[src/rtl/sprite_pkg.sv]
// Shared definitions for the sprite blit reader.
//   ADDR_W / COLOR_W     : ROM address and palette-index widths
//   SCREEN_W / SCREEN_H  : visible area; pixels at or beyond these are dropped
//   TRANSPARENT          : colour index that is never emitted
//   state_e              : reader FSM states
//   pixel_t              : one frame-buffer write {x, y, color}
package sprite_pkg;

    localparam int unsigned ADDR_W   = 19;
    localparam int unsigned COLOR_W  = 5;
    localparam int unsigned SCREEN_W = 640;
    localparam int unsigned SCREEN_H = 480;

    localparam logic [COLOR_W-1:0] TRANSPARENT = '0;

    typedef enum logic [1:0] {
        StIdle,
        StFetch,
        StDrain,
        StDone
    } state_e;

    typedef struct packed {
        logic [9:0]         x;
        logic [8:0]         y;
        logic [COLOR_W-1:0] color;
    } pixel_t;

endpackage

[src/rtl/sprite_blit_reader_fifo.sv]
// pix_fifo2: two-entry synchronous FIFO of pixel_t.
//   Clk, Reset_n : clock, synchronous active-low reset (clears pointers/count)
//   push, wdata  : write request and data (ignored when full unless popping)
//   pop          : read request (ignored when empty)
//   rdata        : current head entry (valid when count != 0)
//   count        : number of stored entries, 0..2
module pix_fifo2
    import sprite_pkg::*;
(
    input  logic       Clk,
    input  logic       Reset_n,
    input  logic       push,
    input  pixel_t     wdata,
    input  logic       pop,
    output pixel_t     rdata,
    output logic [1:0] count
);

    pixel_t     mem_q [2];
    logic       wr_ptr_q;
    logic       rd_ptr_q;
    logic [1:0] count_q;
    logic       do_push;
    logic       do_pop;

    assign do_pop  = pop && (count_q != 2'd0);
    // A push on a full FIFO is only taken when the head leaves in the same cycle.
    assign do_push = push && ((count_q != 2'd2) || do_pop);

    always_ff @(posedge Clk) begin
        if (!Reset_n) begin
            wr_ptr_q <= 1'b0;
            rd_ptr_q <= 1'b0;
            count_q  <= 2'd0;
        end else begin
            if (do_push) begin
                wr_ptr_q <= ~wr_ptr_q;
            end
            if (do_pop) begin
                rd_ptr_q <= ~rd_ptr_q;
            end
            count_q <= count_q + 2'(do_push) - 2'(do_pop);
        end
    end

    always_ff @(posedge Clk) begin
        if (do_push) begin
            mem_q[wr_ptr_q] <= wdata;
        end
    end

    assign rdata = mem_q[rd_ptr_q];
    assign count = count_q;

endmodule

[src/rtl/sprite_blit_reader.sv]
// sprite_blit_reader: walks a row-major sprite in ROM and emits opaque,
// on-screen pixels toward the frame buffer.
//   Clk, Reset_n      : clock, synchronous active-low reset
//   start             : request (taken only in idle); latches the sprite inputs
//   base_addr         : ROM address of sprite pixel (0,0)
//   spr_w, spr_h      : sprite size; zero in either dimension finishes at once
//   pos_x, pos_y      : screen position of the sprite's top-left
//   flip              : horizontal mirror
//   busy, done        : busy while not idle; done is a one-cycle completion pulse
//   rom_addr/rom_data : ROM read port, data returns one cycle after the address
//   px_valid/px_ready : pixel handshake, px_x/px_y/px_color held while stalled
module sprite_blit_reader
    import sprite_pkg::*;
(
    input  logic               Clk,
    input  logic               Reset_n,
    input  logic               start,
    input  logic [ADDR_W-1:0]  base_addr,
    input  logic [9:0]         spr_w,
    input  logic [8:0]         spr_h,
    input  logic [9:0]         pos_x,
    input  logic [8:0]         pos_y,
    input  logic               flip,
    output logic               busy,
    output logic               done,
    output logic [ADDR_W-1:0]  rom_addr,
    input  logic [COLOR_W-1:0] rom_data,
    output logic               px_valid,
    input  logic               px_ready,
    output logic [9:0]         px_x,
    output logic [8:0]         px_y,
    output logic [COLOR_W-1:0] px_color
);

    state_e state_q, state_d;

    // Latched sprite description
    logic [ADDR_W-1:0] base_q;
    logic [9:0]        w_q;
    logic [8:0]        h_q;
    logic [9:0]        x0_q;
    logic [8:0]        y0_q;
    logic              flip_q;

    // Walk position; row_base_q tracks row_q * w_q without a multiplier
    logic [9:0]        col_q;
    logic [8:0]        row_q;
    logic [ADDR_W-1:0] row_base_q;
    logic [ADDR_W-1:0] rom_addr_q;

    // Side info travelling alongside the ROM read (valid == read in flight)
    logic       s_valid_q;
    logic       s_drop_q;
    logic [9:0] s_x_q;
    logic [8:0] s_y_q;

    logic              accept;
    logic              issue;
    logic              pop;
    logic              push;
    logic              last_col;
    logic              last_pix;
    logic [1:0]        fifo_count;
    logic [2:0]        occ;
    logic [9:0]        col_eff;
    logic [ADDR_W-1:0] addr_calc;
    logic [10:0]       x_full;
    logic [9:0]        y_full;
    logic              drop;
    pixel_t            push_pix;
    pixel_t            head;

    assign accept   = (state_q == StIdle) && start;
    assign pop      = px_valid && px_ready;
    // Entries the FIFO will hold after this edge, assuming the in-flight read is pushed
    assign occ      = 3'(fifo_count) + 3'(s_valid_q) - 3'(pop);
    assign last_col = (col_q == w_q - 10'd1);
    assign last_pix = last_col && (row_q == h_q - 9'd1);
    assign col_eff  = flip_q ? (w_q - 10'd1 - col_q) : col_q;
    assign addr_calc = base_q + row_base_q + ADDR_W'(col_eff);

    // One bit wider than the port so a wrap past 1023/511 is still seen as off-screen
    assign x_full = {1'b0, x0_q} + {1'b0, col_q};
    assign y_full = {1'b0, y0_q} + {1'b0, row_q};
    assign drop   = (x_full >= 11'(SCREEN_W)) || (y_full >= 10'(SCREEN_H));

    // ---------------- FSM: state register ----------------
    always_ff @(posedge Clk) begin
        if (!Reset_n) begin
            state_q <= StIdle;
        end else begin
            state_q <= state_d;
        end
    end

    // ---------------- FSM: next state ----------------
    always_comb begin
        state_d = state_q;
        unique case (state_q)
            StIdle: begin
                if (start) begin
                    state_d = ((spr_w == 10'd0) || (spr_h == 9'd0)) ? StDone : StFetch;
                end
            end
            StFetch: begin
                if (issue && last_pix) begin
                    state_d = StDrain;
                end
            end
            StDrain: begin
                if (!s_valid_q && (fifo_count == 2'd0)) begin
                    state_d = StDone;
                end
            end
            StDone:  state_d = StIdle;
            default: state_d = StIdle;
        endcase
    end

    // ---------------- FSM: outputs ----------------
    always_comb begin
        busy     = (state_q != StIdle);
        done     = (state_q == StDone);
        issue    = (state_q == StFetch) && (occ < 3'd2);
        rom_addr = issue ? addr_calc : rom_addr_q;
    end

    // ---------------- Walk and ROM side-info pipeline ----------------
    always_ff @(posedge Clk) begin
        if (!Reset_n) begin
            base_q     <= '0;
            w_q        <= '0;
            h_q        <= '0;
            x0_q       <= '0;
            y0_q       <= '0;
            flip_q     <= 1'b0;
            col_q      <= '0;
            row_q      <= '0;
            row_base_q <= '0;
            rom_addr_q <= '0;
            s_valid_q  <= 1'b0;
            s_drop_q   <= 1'b0;
            s_x_q      <= '0;
            s_y_q      <= '0;
        end else begin
            if (accept) begin
                base_q     <= base_addr;
                w_q        <= spr_w;
                h_q        <= spr_h;
                x0_q       <= pos_x;
                y0_q       <= pos_y;
                flip_q     <= flip;
                col_q      <= '0;
                row_q      <= '0;
                row_base_q <= '0;
            end
            if (issue) begin
                rom_addr_q <= addr_calc;
                if (last_col) begin
                    col_q      <= '0;
                    row_q      <= row_q + 9'd1;
                    row_base_q <= row_base_q + ADDR_W'(w_q);
                end else begin
                    col_q <= col_q + 10'd1;
                end
                s_x_q    <= x_full[9:0];
                s_y_q    <= y_full[8:0];
                s_drop_q <= drop;
            end
            s_valid_q <= issue;
        end
    end

    // Transparent or clipped returns retire here without entering the FIFO
    assign push     = s_valid_q && !s_drop_q && (rom_data != TRANSPARENT);
    assign push_pix = '{x: s_x_q, y: s_y_q, color: rom_data};

    pix_fifo2 u_fifo (
        .Clk     (Clk),
        .Reset_n (Reset_n),
        .push    (push),
        .wdata   (push_pix),
        .pop     (pop),
        .rdata   (head),
        .count   (fifo_count)
    );

    assign px_valid = (fifo_count != 2'd0);
    assign px_x     = head.x;
    assign px_y     = head.y;
    assign px_color = head.color;

endmodule

[config.mk]
export PLATFORM = sky130hd
export DESIGN_NAME = sprite_blit_reader
export DESIGN_NICKNAME = d
export VERILOG_FILES = /design/src/rtl/sprite_pkg.sv /design/src/rtl/sprite_blit_reader_fifo.sv /design/src/rtl/sprite_blit_reader.sv
export SDC_FILE = /design/constraint.sdc
export NUM_CORES = 1
export LEC_CHECK = 0
export CORE_MARGIN = 2
export CORE_UTILIZATION = 40
export CTS_CLUSTER_DIAMETER = 30
export DETAILED_ROUTE_END_ITERATION = 12
export PLACE_DENSITY = 0.7
export SLEW_MARGIN = 20
export SYNTH_ARGS = -nofsm -noshare
export SYNTH_HDL_FRONTEND = slang
export SYNTH_SLANG_ARGS = --single-unit
export TNS_END_PERCENT = 1
[constraint.sdc]
create_clock -name Clk -period 18.8 [get_ports Clk]
set_clock_uncertainty 0.05 [all_clocks]
set_input_delay 5.64 -clock Clk [delete_from_list [all_inputs] [get_ports Clk]]
set_output_delay 5.64 -clock Clk [all_outputs]
set_load 0.05 [all_outputs]
==> flow_metrics.py <==
metrics = {
    "outcome": {
        "outcome": "completed",
    },
    "worst_setup_path": {
        "required_ns": 13.11,
        "endpoint": "rom_addr[18]",
        "reg2reg_to": "rom_addr_q[16]$_SDFF_PN0_",
        "path_delay_family": "buffers and inverters",
        "crit_path_top_delay_cell": "clkdlybuf4s50_1",
        "cp.depth": 13,
        "reg2reg_depth": 18,
        "slowest_delay_ns": 0.71,
        "critPathCaptureType": "output pin",
        "arrival_ns": 9.40,
        "crit_fanout": 36,
        "reg2reg_setup_slack_ns": 13.33,
        "start_kind": "input port",
        "crit_path_start": "px_ready",
        "worst-path-buf-inv": 4,
        "crit_type": "in -> out",
        "timing.critical_path.cells": "clkdlybuf4s50_1 > and2_1 > ha_1 > inv_1 > nand2_1 > fa_1 > and2_1 > nand2_2 > buf_4 > nor2_1 > mux2i_1 > nand2_1 > clkdlybuf4s50_1",
        "rr_startpoint": "w_q[0]$_SDFFE_PN0P_",
    },
    "cts": {
        "ctsHtreeMaxLevel": 4,
        "cts_sinks": 191,
        "clk_pin_slew_ns": 0.07,
        "cts_tree": "built",
        "cts_made_buffers": 17,
        "root_buffer": "clkbuf_16",
        "cts_hold_buf": 0,
        "clockBufferDepth": 2,
        "clock_latency_ns": 0.45,
        "cts.repair.resized": 0,
        "cts_setup_buffers": 0,
    },
    "sta": {
        "period_minus_slack_ns": 15.09,
        "drv_slew": 0,
        "final-hold-violation-count": 0,
        "period_share": 0.803,
        "hold_slack_ns": 0.411,
        "max_freq_mhz": 66.3,
        "worst_slack_ns": 3.71,
        "rsz0062_at_grt": "no",
        "tightest_slew_ns": 1.03,
        "slew_headroom": 0.315,
        "finalSetupViolCount": 0,
        "finalSetupTns_ns": 0,
    },
    "cells_and_area": {
        "nFillCells": 2528,
        "final_cell_mix": "nand2_1, dfxtp_1, a21oi_1, clkdlybuf4s50_1, ha_1",
        "final_nets": 1491,
        "post_layout_nonfiller_instances": 1687,
        "num_antenna_cells": 0,
        "fin_area_sq_um": 12900,
        "area_growth_pct": 18.4,
        "drive_above_1_share": 0.0609,
        "final_common_cell": "nand2_1",
    },
    "placement": {
        "gp_congestion": 0.888,
        "io_buffers": 112,
        "dp_hpwl_microns": 19800,
        "placed_area_sq_um": 12300,
        "place_ws_ns": 3.76,
        "dp_cells": 1655,
    },
    "synth": {
        "synth-seq-cells": 191,
        "synth_cell_types": 69,
        "synth_area_leaders": "dfxtp_1, edfxtp_1, ha_1",
        "synth_area_per_cell_sq_um": 8.69,
        "synth_top_area_share": 0.263,
        "synthCells": 1252,
        "async_flop_share": 0,
        "syn_area_sq_um": 10900,
        "synth_area_leader_cell": "dfxtp_1",
        "synth_fp_nets": 1410,
        "seq_area_frac_synth": 0.396,
        "ys.flop_type": "dfxtp_1",
        "synth_warnings": 0,
        "synth_edf_count": 48,
    },
    "floorplanning": {
        "start_util": 0.406,
        "core_area_sq_um": 26800,
        "die_w_microns": 169,
        "fp-row-count": 60,
        "dieArea_sq_um": 28500,
        "die_y_microns": 169,
        "io_pins": 113,
    },
    "power": {
        "power_density_nw_per_um2": 133,
        "seqPwrFrac": 0.318,
        "p_int_mw": 0.961,
        "p_comb_frac": 0.462,
        "p_sw_frac": 0.438,
        "leakage_nw": 5.08,
        "p_sw_mw": 0.751,
        "power_frac_clock": 0.220,
        "ir_drop_v": 0.0000602,
    },
    "global_routing": {
        "antenna_found_initial": 2,
        "grt.total_usage": 0.190,
        "grt_start_max_net_pins": 71,
        "overflow": 0,
        "grt_pass1_wl_microns": 43500,
        "grt_pass1_vias": 8764,
    },
    "job": {
        "drv_cap": 0,
    },
    "drt": {
        "drc_errors": 0,
        "drt_iter0_drc": 609,
        "drtPass1Iterations": 7,
        "viasPerCell": 5.37,
        "antenna_left": 0,
        "vias": 9065,
        "wl_per_cell_microns": 15.9,
        "wl_microns": 26700,
    },
    "hold_path": {
        "hp-class": "reg -> reg",
    },
}
kinds of logic after synthesis:
family | share of synthesized area
AOI/OAI and AO/OA | 0.171
adders and majority gates | 0.116
DFF | 0.396
and+or+nand+nor | 0.194
buffers and inverters | 0.0416
xor gates and xnor gates | 0.0457
muxes | 0.0362
worst min-delay path by stage:
| stage | cells past startpoint | endpoint | startpoint | slack [ns] |
|---|---|---|---|---|
| finish | 2 | base_q[1]$_SDFFE_PN0P_ | base_q[1]$_SDFFE_PN0P_ | 0.41 |
| global route | 0 | u_fifo.mem_q[0][16]$_DFFE_PP_ | s_x_q[2]$_SDFFE_PN0P_ | 0.43 |
| CTS | 2 | base_q[1]$_SDFFE_PN0P_ | base_q[1]$_SDFFE_PN0P_ | 0.41 |
| detailed placement | 0 | u_fifo.mem_q[1][9]$_DFFE_PP_ | s_y_q[4]$_SDFFE_PN0P_ | 0.40 |
| global placement | 0 | u_fifo.mem_q[0][9]$_DFFE_PP_ | s_y_q[4]$_SDFFE_PN0P_ | 0.39 |
| floorplan | 0 | u_fifo.mem_q[0][22]$_DFFE_PP_ | s_x_q[8]$_SDFFE_PN0P_ | 0.37 |
stage by stage:
step | power [mW] | utilization
finish | 1.71 | 0.481
global route | 1.82 | 0.481
CTS | 1.72 | 0.480
detailed placement | 1.34 | 0.457
global placement | 1.33 | 0.457
floorplan | 1.12 | -
layout make-up:
cell class | instances | area [sq um] | share of cell area
well taps | 341 | 427 | 0.0331
repair buffers | 119 | 1170 | 0.0911
inverters | 59 | 223 | 0.0173
clock buffers | 17 | 425 | 0.0330
clock inverters | 15 | 193 | 0.0150
multi-input cells | 945 | 6130 | 0.476
flip-flops and latches | 191 | 4300 | 0.334
metal layers:
metal	part of all wire	vias to the layer above	wire length, microns	GRT usage
met3	0.048	38	1280	0.0344
met2	0.46	205	12200	0.317
li1	-	4576	-	-
met4	0.017	0	456	0.0596
met1	0.48	4246	12800	0.251
met5	0	-	0	0
power groups by stage:
stage / clock, mW / sequential (mW) / combinational, mW
4_1_cts: 0.384 / 0.545 / 0.792
6_report: 0.377 / 0.544 / 0.790
3_3_place_gp: 0 / 0.551 / 0.779
5_1_grt: 0.400 / 0.553 / 0.863
2_1_floorplan: 0 / 0.528 / 0.591
3_5_place_dp: 0 / 0.555 / 0.788
state kept, by name, summed over array words and instances, names as in the netlist, named ones only:
| register | cells |
|---|---|
| base_q | 19 |
| col_q | 10 |
| flip_q | 1 |
| h_q | 9 |
| rom_addr_q | 19 |
| row_base_q | 19 |
| row_q | 9 |
| s_drop_q | 1 |
| s_valid_q | 1 |
| s_x_q | 10 |
| s_y_q | 9 |
| state_q | 2 |
| u_fifo.count | 2 |
| u_fifo.mem_q | 48 |
| u_fifo.rd_ptr_q | 1 |
| u_fifo.wr_ptr_q | 1 |
| w_q | 10 |
| x0_q | 10 |
| y0_q | 9 |
tightest hold or removal path, delay by kind of cell, from the launching register on:
kind	cells	cell delay, ns
flops	1	0.31
simple gates	1	0.05
compound gates	1	0.05
cells in the mapped netlist (7+ instances only):
cell and number:
nand2_1 210, dfxtp_1 143, a21oi_1 130, ha_1 75, nor2_1 67, o21ai_0 67
inv_1 59, edfxtp_1 48, clkbuf_1 45, nand3_1 39, xnor2_1 31, nor3_1 26
and2_1 25, mux2_2 25, xor2_1 23, a21o_1 18, a31oi_1 17, o21a_1 17
fa_1 16, or3_1 13, nor2b_1 12, o211ai_1 10, and3_1 9, mux2i_1 9
nand3b_1 8, nor4_1 8, a211oi_1 7, nor3b_1 7, o21ai_1 7
Note: power is estimated with default switching activity, not from simulation.
